File: src/rtl/rs_ms_driver.sv
// Drives the RS master-slave cell through one operation per request and
// reports the sampled Q with mismatch / illegal-state / bad-op flags.
module rs_ms_driver #(
    parameter int PULSE_CYCLES  = 2,
    parameter int SETTLE_CYCLES = 2
) (
    input  logic       clk,
    input  logic       rst,
    input  logic       req_valid,
    output logic       req_ready,
    input  logic [2:0] req_op,
    output logic       R1,
    output logic       R2,
    output logic       R3,
    output logic       S1,
    output logic       S2,
    output logic       S3,
    output logic       PRE,
    output logic       CLR,
    output logic       ff_clk,
    input  logic       Q,
    input  logic       QBAR,
    output logic       rsp_valid,
    input  logic       rsp_ready,
    output logic       rsp_q,
    output logic [2:0] rsp_err,
    output logic       cur_q,
    output logic       known
);

    localparam logic [2:0] OP_HOLD   = 3'b000;
    localparam logic [2:0] OP_SET    = 3'b001;
    localparam logic [2:0] OP_RESET  = 3'b010;
    localparam logic [2:0] OP_TOGGLE = 3'b011;
    localparam logic [2:0] OP_PRESET = 3'b100;
    localparam logic [2:0] OP_CLEAR  = 3'b101;

    localparam logic [3:0] PULSE_LOAD  = 4'(PULSE_CYCLES - 1);
    localparam logic [3:0] SETTLE_LOAD = 4'(SETTLE_CYCLES - 1);

    typedef enum logic [2:0] {IDLE, SETUP, HIGH, LOW, SAMPLE, RESP} state_t;

    state_t     state, state_d;
    logic [3:0] cnt;
    logic       accept, bad_op, drive_rs;
    logic       r_d, s_d, pre_d, clr_d, exp_d, chk_d;
    logic       r_exc, s_exc, pre_exc, clr_exc, expected, chk_exp;

    assign req_ready = (state == IDLE) && !rst;
    assign accept    = req_valid && req_ready;

    // Excitation and expected value for the incoming op, from the current cell state.
    always_comb begin
        bad_op = 1'b0;
        r_d    = 1'b0;
        s_d    = 1'b0;
        pre_d  = 1'b0;
        clr_d  = 1'b0;
        exp_d  = cur_q;
        chk_d  = 1'b1;
        case (req_op)
            OP_HOLD:   chk_d = known;
            OP_SET:    begin s_d = 1'b1; exp_d = 1'b1; end
            OP_RESET:  begin r_d = 1'b1; exp_d = 1'b0; end
            OP_TOGGLE: begin
                if (!known) begin
                    bad_op = 1'b1;
                end else begin
                    s_d   = !cur_q;
                    r_d   = cur_q;
                    exp_d = !cur_q;
                end
            end
            OP_PRESET: begin pre_d = 1'b1; exp_d = 1'b1; end
            OP_CLEAR:  begin clr_d = 1'b1; exp_d = 1'b0; end
            default:   bad_op = 1'b1;
        endcase
    end

    always_comb begin
        state_d = state;
        case (state)
            IDLE:    if (accept) state_d = bad_op ? RESP : SETUP;
            SETUP:   state_d = HIGH;
            HIGH:    if (cnt == 4'd0) state_d = LOW;
            LOW:     if (cnt == 4'd0) state_d = SAMPLE;
            SAMPLE:  state_d = RESP;
            RESP:    if (rsp_ready) state_d = IDLE;
            default: state_d = IDLE;
        endcase
    end

    always_ff @(posedge clk) begin
        if (rst) state <= IDLE;
        else     state <= state_d;
    end

    // Op latch and phase counter; only meaningful while an op is in flight.
    always_ff @(posedge clk) begin
        if (state == IDLE && accept) begin
            r_exc    <= r_d;
            s_exc    <= s_d;
            pre_exc  <= pre_d;
            clr_exc  <= clr_d;
            expected <= exp_d;
            chk_exp  <= chk_d;
        end
        case (state)
            SETUP:   cnt <= PULSE_LOAD;
            HIGH:    cnt <= (cnt == 4'd0) ? SETTLE_LOAD : cnt - 4'd1;
            LOW:     cnt <= cnt - 4'd1;
            default: cnt <= cnt;
        endcase
    end

    always_ff @(posedge clk) begin
        if (rst) begin
            rsp_q   <= 1'b0;
            rsp_err <= 3'b000;
            cur_q   <= 1'b0;
            known   <= 1'b0;
        end else if (state == IDLE && accept && bad_op) begin
            rsp_q   <= cur_q;
            rsp_err <= 3'b100;
        end else if (state == SAMPLE) begin
            rsp_q <= Q;
            if (Q == QBAR) begin
                rsp_err <= 3'b010;
            end else begin
                cur_q   <= Q;
                known   <= 1'b1;
                rsp_err <= {2'b00, chk_exp && (Q != expected)};
            end
        end
    end

    // Pin outputs decode only registered state, so async ops never see ff_clk.
    assign drive_rs  = (state == SETUP) || (state == HIGH) || (state == LOW);
    assign R1        = drive_rs && r_exc;
    assign R2        = drive_rs && r_exc;
    assign R3        = drive_rs && r_exc;
    assign S1        = drive_rs && s_exc;
    assign S2        = drive_rs && s_exc;
    assign S3        = drive_rs && s_exc;
    assign PRE       = (state == HIGH) && pre_exc;
    assign CLR       = (state == HIGH) && clr_exc;
    assign ff_clk    = (state == HIGH) && !pre_exc && !clr_exc;
    assign rsp_valid = (state == RESP);

endmodule

File: config.mk
export PLATFORM = sky130hd
export DESIGN_NAME = rs_ms_driver
export DESIGN_NICKNAME = d
export VERILOG_FILES = /design/src/rtl/rs_ms_driver.sv
export SDC_FILE = /design/constraint.sdc
export NUM_CORES = 1
export LEC_CHECK = 0
export BUFFER_PORTS_ARGS = -buffer_cell sky130_fd_sc_hd__buf_2
export CAP_MARGIN = 25
export CORE_MARGIN = 2
export CORE_UTILIZATION = 45
export CTS_CLUSTER_SIZE = 24
export DETAILED_ROUTE_END_ITERATION = 10
export PLACE_DENSITY_LB_ADDON = 0.08
export SETUP_SLACK_MARGIN = 0.05
export SLEW_MARGIN = 5
export SYNTH_ARGS = -nofsm -noshare
export SYNTH_HDL_FRONTEND = slang
export SYNTH_SLANG_ARGS = --single-unit
export TNS_END_PERCENT = 20
File: constraint.sdc
create_clock -name clk -period 2.85 [get_ports clk]
set_input_delay 0.7125 -clock clk [delete_from_list [all_inputs] [get_ports clk]]
set_output_delay 0.7125 -clock clk [all_outputs]
set_load 0.05 [all_outputs]
Yosys cells after proc, flatten, opt, wreduce, memory -nomap -nowiden

Index checks and enable logic that the tools add are counted.

Register bits: 19
Bits in latches: 0
Bits in writable memories: 0
Bits in read-only memories: 0
Bits of input ports: 9
Output and inout port bits: 17
Memories kept: 0

Add/sub/neg operators: 1
Multipliers: 0
Divide/modulo/power cells: 0
Magnitude comparators: 0
Eq/ne operators: 16
Shifts and indexed selects: 0
Muxes and demuxes: 23
Bitwise operators: 2
Reduce and logical (&&, ||, !) cells: 28

Operator list:

| operator                                              | number |
|---|---|
| two-way mux 3 bit                                     | 7 |
| case mux 3 bit (6 select lines)                       | 1 |
| == test 3 x 2 -> 1 bit, second input constant         | 4 |
| == test 3 bit, second input constant                  | 4 |
| case mux 4 bit (3 select lines)                       | 1 |
| logical AND 1 bit                                     | 11 |
| two-way mux 1 bit                                     | 8 |
| == test 3 x 1 -> 1 bit, second input constant         | 2 |
| zero test 3 bit                                       | 2 |
| inequality test 2 bit, second input constant          | 3 |
| case mux 1 bit (2 select lines)                       | 3 |
| OR reduction 2 bit                                    | 3 |
| OR reduction 5 bit                                    | 1 |
| zero test 1 bit                                       | 4 |
| zero test 4 bit                                       | 1 |
| two-way mux 4 bit                                     | 1 |
| AND reduction 4 bit                                   | 1 |
| subtractor 4 x 1 -> 4 bit, second input constant      | 1 |
| case mux 1 bit (3 select lines)                       | 1 |
| AND reduction 3 bit                                   | 1 |
| nonzero test 3 bit                                    | 1 |
| logical OR 1 bit                                      | 2 |
| two-way mux 2 bit                                     | 1 |
| inequality test 2 x 1 -> 1 bit, second input constant | 1 |
| other kinds (4)                                       | 5 |

Longest topological paths before layout

Gate-level depths: netlist of run 1.

Depth in word-level cells: 7
Mapped depth: 6
Mapped depth without buffers: 6

Least setup slack after synthesis of run 1

Ideal clock, no wire load.

Path type: flip-flop to output port
Start: register state[1]
End: output port ff_clk
Data arrival time: 2.177 ns
Required time: 2.138 ns
Path slack: -0.040 ns
Stages on the path, launching flop included: 4
Path through: dfxtp_1 > buf_4 > or2b_1 > nor4_1

Cells in the longest elaborated chain, start to end: 3

Ends and longest elaborated chain:

| what                            | RTL line | source |
|---|---|---|
| start, declared                 | 43       | `state_t state, state_d;` |
| start signal, assigned          | 95       | `else state <= state_d;` |
| == test 3 x 2 -> 1 bit          | 147      | `assign ff_clk = (state == HIGH) && !pre_exc && !clr_exc;` |
| logical AND 1 bit (2 in series) | 147      |  |
| end, declared                   | 20       | `output logic ff_clk,` |

No other way between the ends.

Final worst setup path of run 1

Start: register state[0]
End: output port S3

Cells in the longest elaborated chain, start to end: 4
Elaborated cells between the ends (all ways): 6
Classes of those cells: eq/ne: 3; reduce/logical: 3

Ends and longest elaborated chain:

| what                                                             | RTL line | source |
|---|---|---|
| == test 3 x 1 -> 1 bit or == test 3 x 2 -> 1 bit (tied branches) | 138      | `assign drive_rs = (state == SETUP) \|\| (state == HIGH) \|\| (state == LOW);` |
| logical OR 1 bit                                                 | 138      |  |
| logical OR 1 bit *                                               | 138      |  |
| logical AND 1 bit *                                              | 144      | `assign S3 = drive_rs && s_exc;` |
| end, declared                                                    | 17       | `output logic S3,` |

Every way passes the cells marked *; elsewhere a longest branch is shown, timed or not.

==> results of run 1 <==
## layout make-up
| class | instances | area (sq um) | area share (%) |
|---|---|---|---|
| Timing Repair Buffer | 25 | 125 | 10.4 |
| Sequential cell | 19 | 480 | 40.0 |
| Inverter | 6 | 22.5 | 1.87 |
| Multi-Input combinational cell | 79 | 513 | 42.7 |
| Tap cell | 28 | 35.0 | 2.91 |
| Clock buffer | 4 | 26.3 | 2.19 |
## per-stage QoR
stage	cell area [sq um]	total power [mW]	worst slack [ns]	std cells	hold WS, ns
finish	1200	1.19	0.263	161	0.459
global route	1200	1.28	0.0604	161	0.498
CTS	1200	1.21	0.239	161	0.464
detailed placement	1180	1.07	0.594	157	0.448
global placement	1180	1.06	0.660	157	0.441
floorplan	1090	1.00	0.336	115	0.516
## layer usage
metal,up-vias,GRT usage (%),wire [um]
met4,0,7.69,33
met1,383,19.8,905
li1,429,-,-
met5,-,0,0
met3,5,3.39,74
met2,15,24.4,921
## worst max path at each step
stage / from / to / depth (start not counted) / slack (ns)
after global routing: state[0]$_SDFFE_PP0P_ / R1 / 4 / 0.06
final: state[0]$_SDFFE_PP0P_ / S3 / 4 / 0.26
after detailed placement: state[0]$_SDFFE_PP0P_ / R1 / 4 / 0.59
after global placement: state[0]$_SDFFE_PP0P_ / S1 / 4 / 0.66
after CTS: state[0]$_SDFFE_PP0P_ / R1 / 4 / 0.24
after floorplan: state[0]$_SDFFE_PP0P_ / rsp_valid / 3 / 0.34
## kinds of logic after synthesis
group                    count (synthesis)  share of synthesized area (%)
multiplexers                             1                           1.38
AO/OA/AOI/OAI                           21                           12.4
XOR/XNOR                                 3                           2.42
flip-flops                              19                           44.2
buffers and inverters                   17                           9.10
adder cells (fa/ha/maj)                  3                           3.46
AND/OR/NAND/NOR                         51                           27.0
## cell usage in the layout, fill, tap and decap left out, types with 5 or more instances in the layout
cell      Yosys  layout
inv_1         6       6
buf_2         1      25
dfxtp_1       9       9
and2_1        5       5
nor3b_1       6       6
nor2_1       14      14
nand2_1      10      10
a21oi_1       8       8
edfxtp_1     10      10
## sequential cells by signal, summed over array words and instances, names as in the netlist
name and cells:
cnt 4, rsp_err 3, state 3, chk_exp 1
clr_exc 1, cur_q 1, expected 1, known 1
pre_exc 1, r_exc 1, rsp_q 1, s_exc 1
## critical path, delay by kind of cell, from the launching register on
kind / cells / cell delay [ns]
flip-flops: 1 / 0.59
buffers and inverters: 1 / 0.27
AND/OR/NAND/NOR: 3 / 0.71
## power groups by stage
stage | logic, mW | registers [mW] | clock network [mW]
after floorplan | 0.545 | 0.457 | 0
after global placement | 0.592 | 0.465 | 0
after detailed placement | 0.599 | 0.467 | 0
after CTS | 0.602 | 0.461 | 0.144
after global routing | 0.645 | 0.473 | 0.158
final | 0.596 | 0.460 | 0.136
==> impl_metrics.csv, run 1 <==
group,metric,value,unit
status,run_status,"completed",
route,first_pass_iters,4,
worst_setup_path,critPathCaptureType,"output pin",
pwr,p_sw,569,uW
synth,synthTopCellsByArea,"edfxtp_1 (28%), dfxtp_1 (17%), nor2_1 (4.8%)",
placed_design,dp_hpwl,1470,um
floorplanning,rows,17,
floorplanning,initial_core_util,48.2,%
worst_setup_path,cp-start-kind,"flip-flop",
worst_setup_path,critPathMaxStageDelay,0.59,ns
worst_setup_path,crit_required,2.14,ns
timing,rsz0062_at_grt,"no",
timing,slew_viol_final,0,
timing,finalSetupViolCount,0,
placed_design,gp_congestion,0.687,
route,vias,832,
clock_network,clock-root-buffer,"clkbuf_4",
synth,synth-main-ff-cell,"edfxtp_1",
clock_network,cts_tree,"yes",
worst_setup_path,worstPathMaxFanout,12,
synth,synthCells,115,
synth,synth_edf_count,10,
route,drt-total-wl,1930,um
worst_hold_path,hold_class,"flip-flop to flip-flop",
timing,worst_slew_pin_slew,0.455,ns
worst_setup_path,cp_common_cell,"nor2_1",
floorplanning,pin_count,26,
pwr,peakVddDrop,435,uV
pwr,switching_share,47.8,%
synth,ys_async_sr_fraction,0,%
worst_setup_path,critPathKind,"flip-flop to output pin",
route,wl_per_cell,12.0,um
clock_network,post_cts_buffers,0,
route,ant_nets,0,
synth,yosysUniqueCellTypes,38,
route,drc,0,
synth,syn-num-nets,127,
worst_setup_path,cp_slowest_cell,"dfxtp_1",
clock_network,clockBufferDepth,2,
worst_setup_path,reg2regPathDepth,6,
timing,min_period,2.59,ns
global_routing,grt_antenna_before_repair,0,
route,first_iter_violations,12,
pwr,combPwrFrac,50.0,%
timing,fmax,387,MHz
finish,diodes,0,
clock_network,clk_latency,0.30,ns
clock_network,cts-htree-levels,1,
finish,area_growth_syn_to_layout,10.7,%
synth,yosysWarnings,0,
synth,yosysMostFrequentCell,"nor2_1",
worst_hold_path,whs_path_depth,2,
synth,syn_area,1090,sq um
synth,ys_top_cells_by_count,"nor2_1 (14), edfxtp_1 (10), nand2_1 (10), dfxtp_1 (9), a21oi_1 (8)",
synth,seq_area_frac_synth,44.2,%
worst_hold_path,holdPathEnd,"rsp_err[1]$_SDFFE_PP0P_",
timing,slew_headroom,69.6,%
worst_hold_path,hp-start,"rsp_err[1]$_SDFFE_PP0P_",
timing,hold_viol_final,0,
worst_setup_path,r2r-start,"cnt[0]$_DFFE_PN_",
global_routing,grt_pass1_wl,3130,um
job,maxCapViolations,0,
floorplanning,dieHeight,53.1,um
route,vias_per_cell,5.17,
clock_network,clkSinkCount,19,
synth,yosys_register_bits,19,
worst_setup_path,ff2ff_setup_slack,1.12,ns
global_routing,grt_pass1_vias,733,
pwr,pwr-share-seq,38.6,%
pwr,internal-power,623,uW
finish,drive_above_1_share,26.3,%
clock_network,cts_resized,0,
floorplanning,die_width,53.1,um
timing,setup_tns,0,ns
synth,yosysTopAreaCell,"edfxtp_1",
pwr,pwr-share-clk,11.4,%
global_routing,grtUsageTotal,15.4,%
clock_network,path_clk_slew,0.11,ns
global_routing,gr-total-overflow,0,
finish,nNetsFinal,146,
timing,fin_skew,0.00938,ns
clock_network,cts_buffers,3,
synth,synth_top_area_share,27.6,%
finish,utilization,53.3,%
worst_setup_path,arrival,1.87,ns
worst_setup_path,r2r_end,"state[0]$_SDFFE_PP0P_",
floorplanning,core-area,2250,sq um
placed_design,port_buffers,25,
floorplanning,dieArea,2820,sq um
synth,synth_area_per_cell,9.44,sq um
worst_setup_path,cp_cell_sequence,"nor2_1, nor2_1, and2_1, buf_2",
finish,nFillCells,230,
pwr,power_density,991,nW/um^2
timing,finalCritPeriodShare,90.8,%
pwr,p_leak,0.516,nW
global_routing,grt_max_degree,13,
clock_network,ctsHoldBuffers,0,
No activity file was read; power rests on OpenSTA's default activity.
==> run 2, diff against run 1 <==
--- a/config.mk
+++ b/config.mk
@@ -9,6 +9,7 @@
 export CAP_MARGIN = 25
 export CORE_MARGIN = 2
 export CORE_UTILIZATION = 45
+export CTS_BUF_LIST = sky130_fd_sc_hd__clkbuf_4 sky130_fd_sc_hd__clkbuf_8
 export CTS_CLUSTER_SIZE = 24
 export DETAILED_ROUTE_END_ITERATION = 10
 export PLACE_DENSITY_LB_ADDON = 0.08
==> run 2 against run 1 <==
  * Hold slack unchanged
  * First-iteration DRC count unchanged
  * Die area is the same
  * Sequential cell count did not move
  * Clock skew about the same
  * Wire length shrank 0.16%
  * Power is 0.80% higher
  * Via count down 0.48%
  * Register-to-register slack about the same
  * Critical path type unchanged
  * Critical endpoint unchanged
==> impl_metrics.csv, run 2 (synthesis gave the netlist of run 1 again) <==
group,metric,value,unit
route,drc,0,
worst_setup_path,critPathCaptureType,"output pin",
global_routing,grt_max_degree,13,
timing,finalCritPeriodShare,90.7,%
route,first_pass_iters,4,
worst_setup_path,cp-start-kind,"flip-flop",
finish,regMostFlops,"cnt",
finish,area_growth_syn_to_layout,11.1,%
global_routing,grtUsageTotal,15.4,%
route,wl_per_cell,12.0,um
global_routing,grt_pass1_vias,733,
timing,min_period,2.59,ns
timing,finalSetupViolCount,0,
finish,design_area,1210,sq um
finish,top_regs,"cnt: 4 flops, rsp_err: 3 flops, state: 3 flops",
route,first_iter_violations,12,
placed_design,dp_hpwl,1470,um
floorplanning,dieArea,2820,sq um
worst_setup_path,crit_required,2.14,ns
timing,fin_skew,0.00937,ns
clock_network,cts_tree,"yes",
timing,fmax,387,MHz
clock_network,ctsHoldBuffers,0,
clock_network,clkSinkCount,19,
worst_setup_path,worstPathMaxFanout,12,
placed_design,placed_cell_area,1180,sq um
floorplanning,initial_core_util,48.2,%
route,vias_per_cell,5.14,
floorplanning,dieHeight,53.1,um
worst_setup_path,critPathMaxStageDelay,0.59,ns
clock_network,cts-htree-levels,1,
worst_setup_path,cp_slowest_cell,"dfxtp_1",
clock_network,cts_resized,0,
worst_hold_path,hold_class,"flip-flop to flip-flop",
timing,rsz0062_at_grt,"no",
job,maxCapViolations,0,
timing,setup_tns,0,ns
timing,worst_slew_pin_slew,0.468,ns
floorplanning,pin_count,26,
clock_network,path_clk_slew,0.11,ns
timing,slew_viol_final,0,
clock_network,post_cts_buffers,0,
worst_setup_path,cp_cell_sequence,"nor2_1, nor2_1, and2_1, buf_2",
clock_network,clockBufferDepth,2,
route,vias,828,
finish,layout_common_cells,"buf_2 (25), nor2_1 (14), nand2_1 (10), edfxtp_1 (10), dfxtp_1 (9)",
floorplanning,rows,17,
status,run_status,"completed",
worst_setup_path,critPathKind,"flip-flop to output pin",
finish,layout_commonest_cell,"buf_2",
route,ant_nets,0,
clock_network,clk_latency,0.30,ns
pwr,p_leak,0.519,nW
pwr,finalPower,1.20,mW
worst_setup_path,cp_common_cell,"nor2_1",
floorplanning,core-area,2250,sq um
clock_network,cts_buffers,3,
route,drt-total-wl,1930,um
global_routing,gr-total-overflow,0,
pwr,peakVddDrop,437,uV
floorplanning,die_width,53.1,um
finish,diodes,0,
placed_design,gp_congestion,0.687,
global_routing,grt_antenna_before_repair,0,
placed_design,port_buffers,25,
worst_setup_path,arrival,1.87,ns
clock_network,clock-root-buffer,"clkbuf_4",
pwr,power_density,996,nW/um^2
timing,hold_viol_final,0,
finish,drive_above_1_share,27.1,%
global_routing,grt_pass1_wl,3130,um
finish,largest_register_ffs,4,
finish,nNetsFinal,146,
timing,slew_headroom,68.7,%
## run 2: changes by cell type in the layout (fill, tap and decap cells not counted)
cell      delta
clkbuf_1     -1
clkbuf_4     +1
## run 2: final timing paths
path / from / endpoint / slack [ns] / cells after the start
worst max register to register: cnt[0]$_DFFE_PN_ / state[0]$_SDFFE_PP0P_ / 1.11 / 6
worst min register to register: rsp_err[1]$_SDFFE_PP0P_ / rsp_err[1]$_SDFFE_PP0P_ / 0.46 / 2
worst min-delay path: rsp_err[1]$_SDFFE_PP0P_ / rsp_err[1]$_SDFFE_PP0P_ / 0.46 / 2
worst max-delay path: state[0]$_SDFFE_PP0P_ / S3 / 0.26 / 4
## run 2: area by class of cell
| class | instances | area (sq um) |
|---|---|---|
| Fill cell | 228 | 1050 |
| Multi-Input combinational cell | 79 | 513 |
| Sequential cell | 19 | 480 |
| Timing Repair Buffer | 25 | 125 |
| Tap cell | 28 | 35.0 |
| Clock buffer | 4 | 30.0 |
| Inverter | 6 | 22.5 |
## run 2: power breakdown
group	total [mW]	leakage, nW	internal [mW]	switching (mW)
Sequential	0.460	0.166	0.378	0.0821
Clock	0.145	0.0184	0.0640	0.0814
Combinational	0.596	0.335	0.190	0.406
## run 2: through the flow
step / util (%) / std cells / hold WS (ns) / worst slack (ns)
after floorplan: - / 115 / 0.516 / 0.336
after global placement: 52.2 / 157 / 0.441 / 0.660
after detailed placement: 52.2 / 157 / 0.448 / 0.594
after CTS: 53.5 / 161 / 0.464 / 0.239
after global routing: 53.5 / 161 / 0.498 / 0.0604
final: 53.5 / 161 / 0.459 / 0.264
## run 2: per-layer routing
layer	part of all wire, %	GRT usage [%]
met1	47	19.8
met2	48	24.4
met3	3.5	3.39
met4	1.7	7.69
met5	0	0
## run 2: critical path, delay by kind of cell, from the launching register on
kind / cells / cell delay, ns
simple gates: 3 / 0.71
buf+inv: 1 / 0.27
flops: 1 / 0.59
==> run 3, diff against run 2 <==
--- a/config.mk
+++ b/config.mk
@@ -6,14 +6,14 @@
 export NUM_CORES = 1
 export LEC_CHECK = 0
 export BUFFER_PORTS_ARGS = -buffer_cell sky130_fd_sc_hd__buf_2
-export CAP_MARGIN = 25
 export CORE_MARGIN = 2
 export CORE_UTILIZATION = 45
 export CTS_BUF_LIST = sky130_fd_sc_hd__clkbuf_4 sky130_fd_sc_hd__clkbuf_8
 export CTS_CLUSTER_SIZE = 24
 export DETAILED_ROUTE_END_ITERATION = 10
 export PLACE_DENSITY_LB_ADDON = 0.08
-export SETUP_SLACK_MARGIN = 0.05
+export SETUP_SLACK_MARGIN = 0.4
+export SKIP_CTS_REPAIR_TIMING = 1
 export SLEW_MARGIN = 5
 export SYNTH_ARGS = -nofsm -noshare
 export SYNTH_HDL_FRONTEND = slang
==> run 3 against run 2 <==
  * Global-route usage unchanged
  * Cell count unchanged
  * Sequential power increased by 1%
  * Power increased by 1.3%
  * Worst setup slack improved by 0.25 ns
  * Critical path depth unchanged
  * Combinational power increased by 2%
  * Wire length increased by 0.52%
  * Maximum frequency increased by 11%
==> impl_metrics.csv, run 3 (synthesis gave the netlist of run 1 again) <==
group,metric,value,unit
status,run_status,"completed",
worst_setup_path,crit_start,"state[2]$_SDFFE_PP0P_",
clock_network,clockBufferDepth,2,
worst_setup_path,arrival,1.63,ns
global_routing,grt_pass1_vias,733,
worst_setup_path,cp-start-kind,"flip-flop",
worst_setup_path,cp_slowest_cell,"dfxtp_1",
worst_setup_path,ff2ff_setup_slack,1.09,ns
global_routing,gr-total-overflow,0,
finish,fin_cells,161,
pwr,peakVddDrop,437,uV
global_routing,grt_pass1_wl,3130,um
timing,fin_skew,0.00940,ns
route,ant_nets,0,
route,vias,832,
timing,slew_headroom,68.0,%
floorplanning,dieArea,2820,sq um
timing,worst_slew_pin_slew,0.479,ns
finish,area_growth_syn_to_layout,12.0,%
worst_setup_path,worstPathMaxFanout,10,
clock_network,path_clk_slew,0.11,ns
placed_design,gp_congestion,0.687,
finish,largest_register_ffs,4,
timing,slew_viol_final,0,
worst_hold_path,hold_class,"flip-flop to flip-flop",
worst_hold_path,holdPathEnd,"rsp_err[1]$_SDFFE_PP0P_",
global_routing,grt_antenna_before_repair,0,
worst_setup_path,reg2regPathDepth,6,
finish,drive_above_1_share,29.3,%
timing,min_period,2.34,ns
finish,layout_commonest_cell,"buf_2",
timing,fmax,428,MHz
worst_setup_path,cp_cell_sequence,"or2b_1, nor2_1, and2_1, buf_2",
job,maxCapViolations,0,
worst_hold_path,hp-start,"rsp_err[1]$_SDFFE_PP0P_",
clock_network,clk_latency,0.30,ns
global_routing,grt_max_degree,13,
worst_setup_path,crit_required,2.14,ns
pwr,p_leak,0.521,nW
clock_network,clkSinkCount,19,
finish,utilization,53.9,%
route,drt-total-wl,1940,um
placed_design,port_buffers,25,
route,vias_per_cell,5.17,
timing,rsz0062_at_grt,"no",
route,drc,0,
worst_setup_path,critPathCaptureType,"output pin",
clock_network,cts-htree-levels,1,
finish,nNetsFinal,146,
timing,hold_viol_final,0,
floorplanning,rows,17,
floorplanning,die_width,53.1,um
floorplanning,pin_count,26,
timing,finalSetupViolCount,0,
timing,setup_slack,0.512,ns
route,first_iter_violations,13,
finish,top_regs,"cnt: 4 flops, rsp_err: 3 flops, state: 3 flops",
floorplanning,initial_core_util,48.2,%
timing,finalCritPeriodShare,82.0,%
placed_design,pre_cts_slack,0.594,ns
clock_network,cts_tree,"yes",
worst_setup_path,critPathMaxStageDelay,0.45,ns
floorplanning,core-area,2250,sq um
worst_setup_path,r2r-start,"cnt[0]$_DFFE_PN_",
clock_network,clock-root-buffer,"clkbuf_4",
placed_design,dp_hpwl,1470,um
finish,diodes,0,
route,wl_per_cell,12.0,um
worst_setup_path,critPathKind,"flip-flop to output pin",
placed_design,dp_cells,157,
worst_setup_path,r2r_end,"state[0]$_SDFFE_PP0P_",
worst_hold_path,whs_path_depth,2,
floorplanning,dieHeight,53.1,um
timing,setup_tns,0,ns
clock_network,cts_buffers,3,
route,first_pass_iters,4,
global_routing,grtUsageTotal,15.4,%
finish,layout_common_cells,"buf_2 (25), nor2_1 (13), nand2_1 (10), edfxtp_1 (10), a21oi_1 (8)",
finish,regMostFlops,"cnt",
pwr,power_density,1000,nW/um^2
==> run 3: worst max-delay path by stage <==
| stage | slack, ns | cells past startpoint | to |
|---|---|---|---|
| after global routing | 0.42 | 4 | PRE |
| after detailed placement | 0.59 | 4 | R1 |
| after global placement | 0.66 | 4 | S1 |
| after CTS | 0.24 | 4 | R1 |
| final | 0.51 | 4 | CLR |
| after floorplan | 0.34 | 3 | rsp_valid |
==> run 3: where the power goes <==
group | switching (mW) | leakage (nW) | internal [mW] | total (mW)
registers | 0.0852 | 0.167 | 0.381 | 0.466
clock network | 0.0813 | 0.0184 | 0.0640 | 0.145
logic | 0.411 | 0.336 | 0.195 | 0.606
total | 0.577 | 0.521 | 0.640 | 1.22
==> run 3: area by class of cell <==
class / count / area, sq um
fill: 223 / 1040
multi-input combinational: 79 / 520
sequential: 19 / 483
timing repair buffer: 25 / 125
tap: 28 / 35.0
clock buffer: 4 / 30.0
inverter: 6 / 22.5
==> run 3: metrics by stage <==
step | cell area [sq um] | power [mW] | hold slack (ns)
2_1_floorplan | 1090 | 1.00 | 0.516
3_5_place_dp | 1180 | 1.07 | 0.448
6_report | 1220 | 1.22 | 0.459
3_3_place_gp | 1180 | 1.06 | 0.441
4_1_cts | 1210 | 1.22 | 0.464
5_1_grt | 1220 | 1.30 | 0.498
==> run 3: metal layers <==
layer	up-vias	part of all wire [%]	global-route usage [%]	wire length [um]
li1	430	-	-	-
met1	384	47	19.8	914
met2	13	48	24.4	924
met3	5	3.5	3.39	68
met4	0	1.7	7.69	33
met5	-	0	0	0
==> run 3: worst max-delay path: cells and delay by family, from the launching register on <==
family / cells / cell delay (ns)
and+or+nand+nor: 3 / 0.63
DFF: 1 / 0.45
buffers and inverters: 1 / 0.25
